`src/rtl/parity_tx_serializer.sv`:
```
// rtl/parity_tx_serializer.sv - nibble serializer: start, 4 data bits LSB first, parity, stop (optional 2nd stop via PARITY_TX_STOP2_EN)
module parity_tx_serializer #(
  parameter int CLKS_PER_BIT = 4
) (
  input  logic       clk,
  input  logic       rst,
  input  logic [3:0] D,
  input  logic       odd_sel,
  input  logic       valid_in,
  output logic       ready_out,
  output logic       tx_out,
  output logic       parity,
  output logic       busy
);

  localparam logic [7:0] CNT_MAX = 8'(CLKS_PER_BIT - 1);

`ifdef PARITY_TX_STOP2_EN
  typedef enum logic [2:0] {IDLE, START, DATA, PAR, STOP, STOP2} state_t;
`else
  typedef enum logic [2:0] {IDLE, START, DATA, PAR, STOP} state_t;
`endif

  state_t     state;
  logic [7:0] bit_cnt;
  logic [1:0] bit_idx;
  logic [1:0] next_idx;
  logic [3:0] data_reg;
  logic       bit_done;

  assign bit_done = (bit_cnt == CNT_MAX);
  assign next_idx = bit_idx + 2'd1;

  // Frame sequencer; every output is registered so tx_out already carries the
  // next bit value on the edge where the state advances.
  always_ff @(posedge clk) begin
    if (rst) begin
      state     <= IDLE;
      bit_cnt   <= 8'd0;
      bit_idx   <= 2'd0;
      data_reg  <= 4'd0;
      parity    <= 1'b0;
      tx_out    <= 1'b1;
      ready_out <= 1'b1;
      busy      <= 1'b0;
    end else begin
      case (state)
        IDLE: begin
          bit_cnt <= 8'd0;
          if (valid_in) begin
            // Latch the nibble and its parity so later input changes cannot leak in.
            data_reg  <= D;
            parity    <= (^D) ^ odd_sel;
            bit_idx   <= 2'd0;
            state     <= START;
            tx_out    <= 1'b0;
            ready_out <= 1'b0;
            busy      <= 1'b1;
          end
        end
        START: begin
          if (bit_done) begin
            bit_cnt <= 8'd0;
            bit_idx <= 2'd0;
            state   <= DATA;
            tx_out  <= data_reg[0];
          end else begin
            bit_cnt <= bit_cnt + 8'd1;
          end
        end
        DATA: begin
          if (bit_done) begin
            bit_cnt <= 8'd0;
            bit_idx <= next_idx;
            if (bit_idx == 2'd3) begin
              state  <= PAR;
              tx_out <= parity;
            end else begin
              tx_out <= data_reg[next_idx];
            end
          end else begin
            bit_cnt <= bit_cnt + 8'd1;
          end
        end
        PAR: begin
          if (bit_done) begin
            bit_cnt <= 8'd0;
            state   <= STOP;
            tx_out  <= 1'b1;
          end else begin
            bit_cnt <= bit_cnt + 8'd1;
          end
        end
        STOP: begin
          if (bit_done) begin
            bit_cnt <= 8'd0;
`ifdef PARITY_TX_STOP2_EN
            state   <= STOP2;
            tx_out  <= 1'b1;
`else
            state     <= IDLE;
            tx_out    <= 1'b1;
            ready_out <= 1'b1;
            busy      <= 1'b0;
`endif
          end else begin
            bit_cnt <= bit_cnt + 8'd1;
          end
        end
`ifdef PARITY_TX_STOP2_EN
        STOP2: begin
          if (bit_done) begin
            bit_cnt   <= 8'd0;
            state     <= IDLE;
            tx_out    <= 1'b1;
            ready_out <= 1'b1;
            busy      <= 1'b0;
          end else begin
            bit_cnt <= bit_cnt + 8'd1;
          end
        end
`endif
        default: begin
          state     <= IDLE;
          bit_cnt   <= 8'd0;
          bit_idx   <= 2'd0;
          tx_out    <= 1'b1;
          ready_out <= 1'b1;
          busy      <= 1'b0;
        end
      endcase
    end
  end

endmodule

```
`config.mk`:
```
export PLATFORM = sky130hd
export DESIGN_NAME = parity_tx_serializer
export DESIGN_NICKNAME = d
export VERILOG_FILES = /design/src/rtl/parity_tx_serializer.sv
export SDC_FILE = /design/constraint.sdc
export NUM_CORES = 1
export LEC_CHECK = 0
export ABC_AREA = 1
export BUFFER_PORTS_ARGS = -buffer_cell sky130_fd_sc_hd__clkbuf_2
export CAP_MARGIN = 10
export CORE_UTILIZATION = 60
export DETAILED_ROUTE_END_ITERATION = 6
export GPL_TIMING_DRIVEN = 0
export PLACE_DENSITY = 0.86
export SETUP_SLACK_MARGIN = 0.5
export SYNTH_ARGS = -nofsm -noshare
export SYNTH_HDL_FRONTEND = slang
export SYNTH_SLANG_ARGS = --single-unit
```
`constraint.sdc`:
```
create_clock -name clk -period 3.3 [get_ports clk]
set_clock_uncertainty 0.15 [all_clocks]
set_input_delay 0.33 -clock clk [delete_from_list [all_inputs] [get_ports clk]]
set_output_delay 0.33 -clock clk [all_outputs]
set_load 0.005 [all_outputs]
```
==> results_dict.tcl, run 1 <==
set metrics [dict create \
    critPathTopFamily "simple AND/OR/NAND/NOR gates" \
    cpPeakStageDelay_ns 0.37 \
    finalSetupViolations 0 \
    p_sw_share_pct 46.44 \
    coreArea_um2 1594 \
    num_antenna_cells 0 \
    io-pin-count 12 \
    cp.required_ns 3.36 \
    tns_ns 0 \
    slowest_stage "dfxtp_1" \
    synth-simple-area-share_pct 39.05 \
    clk_path_buf_depth 2 \
    dr_total_vias 985 \
    synth_xor_area_share_pct 3.244 \
    dr.pass1.iters 4 \
    critPathKind "register to register" \
    r2r_cells 8 \
    ir_drop_uv 640.5 \
    cts_tree "yes" \
    port_buffers 11 \
    overflow 0 \
    yosys-mux-area-fraction_pct 0 \
    p_sw_uw 489.8 \
    slew_violations 0 \
    drtIter0Drc 29 \
    htreeDepth 1 \
    antenna_left 0 \
    hold_path.class "primary input to register" \
    critical_path_buf_inv_count 0 \
    grt_use_total_pct 23.30 \
    maxCapViolations 0 \
    synth_cells 159 \
    cts-resized-gates 0 \
    clk_pin_slew_ns 0.12 \
    post_cts_buffers 0 \
    power_frac_clock_pct 12.0 \
    syn2layout_area_growth_pct 10.66 \
    synth_nets 169 \
    clock_latency_ns 0.32 \
    grt_pass1_vias 855 \
    drt-vias-per-instance 4.975 \
    synth_cell_types 24 \
    die_area_um2 1973 \
    start_util_pct 67.74 \
    critical_path_cell_count 8 \
    die_w_um 44.42 \
    cp_cell_sequence "ha_1 > nand2_1 > nor2_1 > nand2_1 > nand2_4 > nand3_2 > nor2_1 > nor2_1" \
    cp_max_fo 4 \
    power_density_nw_per_um2 882.7 \
    slew-limit-headroom_pct 78.67 \
    rows 14 \
    drc 0 \
    synth.top_cell.area_share_pct 38.93 \
    drive_above_1_share_pct 14.37 \
    synthTopCellsByCount "48 x nand2_1, 23 x inv_1, 21 x dfxtp_1" \
    combPwrFrac_pct 52.7 \
    setup_slack_ns 1.708 \
    final_hold_viol_count 0 \
    cts_root_buf "clkbuf_4" \
    synth_top_family_by_area "simple AND/OR/NAND/NOR gates" \
    total_power_uw 1055 \
    endpoint_kind "register" \
    synth_area_um2 1080 \
    ys_async_sr_fraction_pct 0 \
    cts_buffers 3 \
    use_met1_pct 28.64 \
    arrival_ns 1.65 \
    fillers 139 \
    holdBufCountCts 0 \
    p_int_uw 564.8 \
    synth_most_common_cell "nand2_1" \
    p_seq_share_pct 35.3 \
    yosys_warnings 0 \
    synthAdderAreaFrac_pct 2.317 \
    fin_util_pct 74.96 \
    crit_top_cell "nor2_1" \
    num-nets-final 185 \
    dp_slack_ns 1.734 \
    synth_flop_cell "dfxtp_1" \
    rsz0062_at_grt "no" \
    grt_start_max_net_pins 14 \
    antenna_found_initial 0 \
    synth_top_cell_by_area "dfxtp_1" \
    place_congestion 0.8909 \
    wire_per_inst_um 9.692 \
    status "finished clean" \
    grt_pass1_wl_um 3346 \
    worst_pin_slew_ns 0.3196 \
    met3_usage_pct 4.898 \
    die_h_um 44.42 \
    hold_depth 3 \
    post-route-period-util_pct 48.23 \
    gr-usage-met2_pct 39.71 \
    total_leakage_power_uw 0.0005770 \
    yosysSeqAreaShare_pct 38.93 \
    crit_path_start_kind "register" \
    holdWs_ns 0.1046 \
    busiest_layer "met2" \
    syn_avg_cell_area_um2 6.791 \
    synth_area_leaders "dfxtp_1 39%, nand2_1 17%, inv_1 8.0%" \
    period_minus_slack_ns 1.592 \
    yosys_register_bits 21 \
    hpwl_um 1521 \
    fmax_mhz 628.2 \
    synth_compound_area_share_pct 8.111 \
    clock_sinks 21 \
    synth-edff-count 0 \
    largest_reg_flops 8 \
    wl_um 1919 \
]
==> metrics by stage <==
| step | cells | area (µm²) |
|---|---|---|
| 4_1_cts | 198 | 1195 |
| 6_report | 198 | 1195 |
| 2_1_floorplan | 159 | 1080 |
| 5_1_grt | 198 | 1195 |
| 3_3_place_gp | 194 | 1165 |
| 3_5_place_dp | 194 | 1165 |
==> placed cells by master (no fill, tap or decap) <==
| cell type | instances |
|---|---|
| o31ai_1 | 1 |
| clkbuf_4 | 3 |
| clkinvlp_4 | 1 |
| o21ai_1 | 1 |
| nor2_2 | 1 |
| o21ai_0 | 1 |
| nor3b_1 | 2 |
| or2_2 | 1 |
| nor3_1 | 2 |
| ha_1 | 2 |
| inv_2 | 1 |
| nor2_1 | 15 |
| nand3_2 | 1 |
| nand2_1 | 48 |
| nor2_4 | 1 |
| xnor2_1 | 1 |
| a21oi_1 | 14 |
| clkbuf_2 | 11 |
| nand2_2 | 3 |
| xor2_1 | 3 |
| dfxtp_1 | 21 |
| nand3_1 | 13 |
| nand2_4 | 1 |
| inv_1 | 23 |
| nand3b_1 | 1 |
| nand4_1 | 1 |
| nand3_4 | 1 |
==> path summary, 6_finish.rpt <==
check | from | endpoint | slack [ns]
hold reg to reg | bit_cnt[0]$_SDFF_PP0_ | bit_cnt[0]$_SDFF_PP0_ | 0.30
setup / recovery | bit_cnt[0]$_SDFF_PP0_ | state[1]$_SDFFE_PP0P_ | 1.71
hold / removal | D[1] | data_reg[1]$_SDFFE_PP0P_ | 0.10
setup reg to reg | bit_cnt[0]$_SDFF_PP0_ | state[1]$_SDFFE_PP0P_ | 1.71
==> worst register-to-register path: stages, from the launching register on <==
cell     delay [ns]
dfxtp_1        0.37
ha_1           0.19
nand2_1        0.09
nor2_1         0.11
nand2_1        0.17
nand2_4        0.13
nand3_2        0.09
nor2_1         0.12
nor2_1         0.07
==> per-layer routing <==
metal	wire length [µm]	vias up
met5	0	-
met4	29	0
met3	78	4
met2	892	21
met1	920	429
li1	-	531
==> cells by family after synthesis <==
kind of cell,after synthesis
and+or+nand+nor,91
buffers and inverters,24
DFF,21
AOI/OAI and AO/OA,17
xor gates and xnor gates,4
adders and majority gates,2
==> power by group through the flow <==
| stage | clock (µW) | sequential, µW | combinational (µW) |
|---|---|---|---|
| 2_1_floorplan | 0 | 369 | 445 |
| 3_3_place_gp | 0 | 376 | 530 |
| 3_5_place_dp | 0 | 377 | 551 |
| 4_1_cts | 128 | 372 | 558 |
| 5_1_grt | 135 | 383 | 643 |
| 6_report | 126 | 372 | 556 |
==> final cells by class <==
type	instances	area [µm²]	share of cell area, %
Sequential cell	21	420.4	35.18
Multi-Input combinational cell	114	569.3	47.64
Inverter	24	90.09	7.539
Timing Repair Buffer	11	55.05	4.607
Clock buffer	3	22.52	1.885
Tap cell	24	30.03	2.513
Clock inverter	1	7.507	0.6283
No activity file was read; power rests on OpenSTA's default activity.
==> inputs of run 2 (changes only) <==
--- a/config.mk
+++ b/config.mk
@@ -5,13 +5,13 @@
 export SDC_FILE = /design/constraint.sdc
 export NUM_CORES = 1
 export LEC_CHECK = 0
-export ABC_AREA = 1
+export ABC_AREA = 0
 export BUFFER_PORTS_ARGS = -buffer_cell sky130_fd_sc_hd__clkbuf_2
 export CAP_MARGIN = 10
-export CORE_UTILIZATION = 60
+export CORE_UTILIZATION = 56
 export DETAILED_ROUTE_END_ITERATION = 6
 export GPL_TIMING_DRIVEN = 0
-export PLACE_DENSITY = 0.86
+export PLACE_DENSITY = 0.82
 export SETUP_SLACK_MARGIN = 0.5
 export SYNTH_ARGS = -nofsm -noshare
 export SYNTH_HDL_FRONTEND = slang
==> constraint.sdc (replaced) <==
create_clock -name clk -period 1.5 [get_ports clk]
set_clock_uncertainty 0.15 [all_clocks]
set_input_delay 0.15 -clock clk [delete_from_list [all_inputs] [get_ports clk]]
set_output_delay 0.15 -clock clk [all_outputs]
set_load 0.005 [all_outputs]
==> run 2 against run 1 <==
The run now ends with setup timing left. Design area up 26%. Register-to-register slack worse by 2.1 ns. Area after synthesis up 1.0%. Maximum frequency down 14%. Largest power group is now registers. First-iteration DRC count down 3.4%. Critical path depth down 3. Sequential share of layout area down 5.9 points. Clock power up 130%. Highest routed layer unchanged. Clock-buffer cell count up 1.
==> results_dict.tcl, run 2 <==
set metrics [dict create \
    status "finished with violations" \
    violations "setup timing" \
    largest_reg_flops 8 \
    dr_total_vias 1044 \
    setup_slack_ns -0.3586 \
    ff_latch_area_um2 441.7 \
    start_util_pct 61.19 \
    htreeDepth 1 \
    synth_area_leaders "dfxtp_1 39%, xor2_1 5.6%, mux2i_1 5.5%" \
    drt-vias-per-instance 6.141 \
    fillers 111 \
    io-pin-count 12 \
    yosys_register_bits 21 \
    clk_pin_slew_ns 0.12 \
    wire_per_inst_um 18.49 \
    final_cell_mix "12 x dfxtp_1, 11 x clkbuf_2, 11 x buf_4" \
    coreArea_um2 1783 \
    dr.pass1.iters 4 \
    rows 15 \
    syn_avg_cell_area_um2 9.741 \
    arrival_ns 1.91 \
    post-route-period-util_pct 123.9 \
    synthTopCellsByCount "21 x dfxtp_1, 9 x nor2_1, 8 x nand3_1" \
    multi_input_area_um2 732.0 \
    die_w_um 46.14 \
    rsz0062_at_grt "yes" \
    crit_path_start_kind "register" \
    ir_drop_uv 558.0 \
    cp_max_fo 10 \
    cp_cell_sequence "buf_2 > or2_1 > a311oi_1 > mux2i_1 > nor2_1" \
    antenna_found_initial 0 \
    wl_um 3144 \
    die_area_um2 2129 \
    synth_nets 122 \
    endpoint_kind "register" \
    syn2layout_area_growth_pct 38.30 \
    ys_async_sr_fraction_pct 0 \
    cp.required_ns 1.55 \
    power_density_nw_per_um2 743.9 \
    synth_cell_types 39 \
    port_buffers 11 \
    hold_path.class "primary input to register" \
    cts_tree "yes" \
    clock_sinks 21 \
    num_antenna_cells 0 \
    overflow 0 \
    final_area_um2 1509 \
    final_common_cell "dfxtp_1" \
    slew_violations 0 \
    synth_top_cell_by_area "dfxtp_1" \
    synth.top_cell.area_share_pct 38.53 \
    grt_pass1_vias 949 \
    clk_path_buf_depth 2 \
    drtIter0Drc 28 \
    total_power_uw 1122 \
    final_hold_viol_count 0 \
    grt_use_total_pct 27.29 \
    grt_start_max_net_pins 12 \
    maxCapViolations 0 \
    synth-edff-count 0 \
    fmax_mhz 538.0 \
    period_minus_slack_ns 1.859 \
    critPathTopFamily "compound AO/OA/AOI/OAI gates" \
    place_area_um2 1229 \
    clock_latency_ns 0.32 \
    worst_pin_slew_ns 0.5514 \
    synth_cells 112 \
    synth_area_um2 1091 \
    critical_path_buf_inv_count 1 \
    synth_most_common_cell "dfxtp_1" \
    slew-limit-headroom_pct 63.24 \
    yosys_warnings 0 \
    cts_root_buf "clkbuf_4" \
    num-nets-final 156 \
    hpwl_um 1511 \
    drc 0 \
    die_h_um 46.14 \
    total_leakage_power_uw 0.0005853 \
    yosysSeqAreaShare_pct 38.53 \
    critPathKind "register to register" \
    tns_ns -4.571 \
    place_congestion 0.8257 \
    finalSetupViolations 20 \
    antenna_left 0 \
    grt_pass1_wl_um 4064 \
    slowest_stage "a311oi_1" \
    cpPeakStageDelay_ns 0.45 \
    synth_flop_cell "dfxtp_1" \
    fin_util_pct 84.63 \
    drive_above_1_share_pct 45.52 \
    cts_buffers 3 \
]
==> run 2: power breakdown <==
group	internal [µW]	leakage [µW]	switching [µW]
registers	580	0.000176	19.8
logic	114	0.000394	117
clock network	104	0.0000150	187
total	798	0.000585	324
==> run 2: metrics by stage <==
stage               worst slack, ns  hold slack (ns)  instances
floorplan                   -0.2311          0.07679        112
global route                -0.4459           0.1221        170
finish                      -0.3586           0.1239        170
global placement            -0.2828           0.2438        148
detailed placement          -0.3022           0.2455        148
CTS                         -0.3007           0.1138        169
==> run 2: logic make-up (layout without fill, tap and decap cells) <==
logic type	Yosys count	in the layout	synth area share [%]
xor+xnor	11	11	10.09
simple gates	44	44	25.11
fa+ha+maj	2	2	2.293
compound gates	17	17	10.67
flops	21	21	38.53
mux	8	8	8.601
buf+inv	9	42	4.702
==> run 2: layout make-up <==
cell class / instances / area share [%]
multi-input combinational: 82 / 48.51
sequential: 21 / 29.27
timing repair buffer: 29 / 14.34
buffer: 6 / 3.317
tap: 25 / 2.073
clock buffer: 4 / 1.741
inverter: 3 / 0.7463
==> run 2: repair_timing <==
item                                    CTS  global route
pin swaps                                 7             2
resized for setup                        17            13
endpoints found under the setup margin   25            25
hold endpoints to repair                  7             0
setup buffers                            12             1
hold buffers                              5             0
==> run 2: worst reg2reg max path, stage by stage, from the launching register on <==
cell,delay [ns]
dfxtp_1,0.34
buf_2,0.18
or2_1,0.26
a311oi_1,0.45
mux2i_1,0.29
nor2_1,0.06
==> run 2: final timing paths <==
| path | slack, ns | cells after the start | startpoint | end |
|---|---|---|---|---|
| worst max register to register | -0.36 | 5 | state[0]$_SDFFE_PP0P_ | state[0]$_SDFFE_PP0P_ |
| worst min register to register | 0.37 | 2 | tx_out$_SDFFE_PP1P_ | tx_out$_SDFFE_PP1P_ |
| worst max-delay path | -0.36 | 5 | state[0]$_SDFFE_PP0P_ | state[0]$_SDFFE_PP0P_ |
| worst min-delay path | 0.12 | 4 | rst | bit_cnt[7]$_SDFF_PP0_ |
==> run 2: metal layers <==
layer | up-vias | share of wire, % | GRT usage [%]
met3 | 11 | 5.4 | 2.353
li1 | 472 | - | -
met5 | - | 0 | 0
met2 | 55 | 51 | 50.42
met1 | 506 | 40 | 31.25
met4 | 0 | 3.6 | 12.35
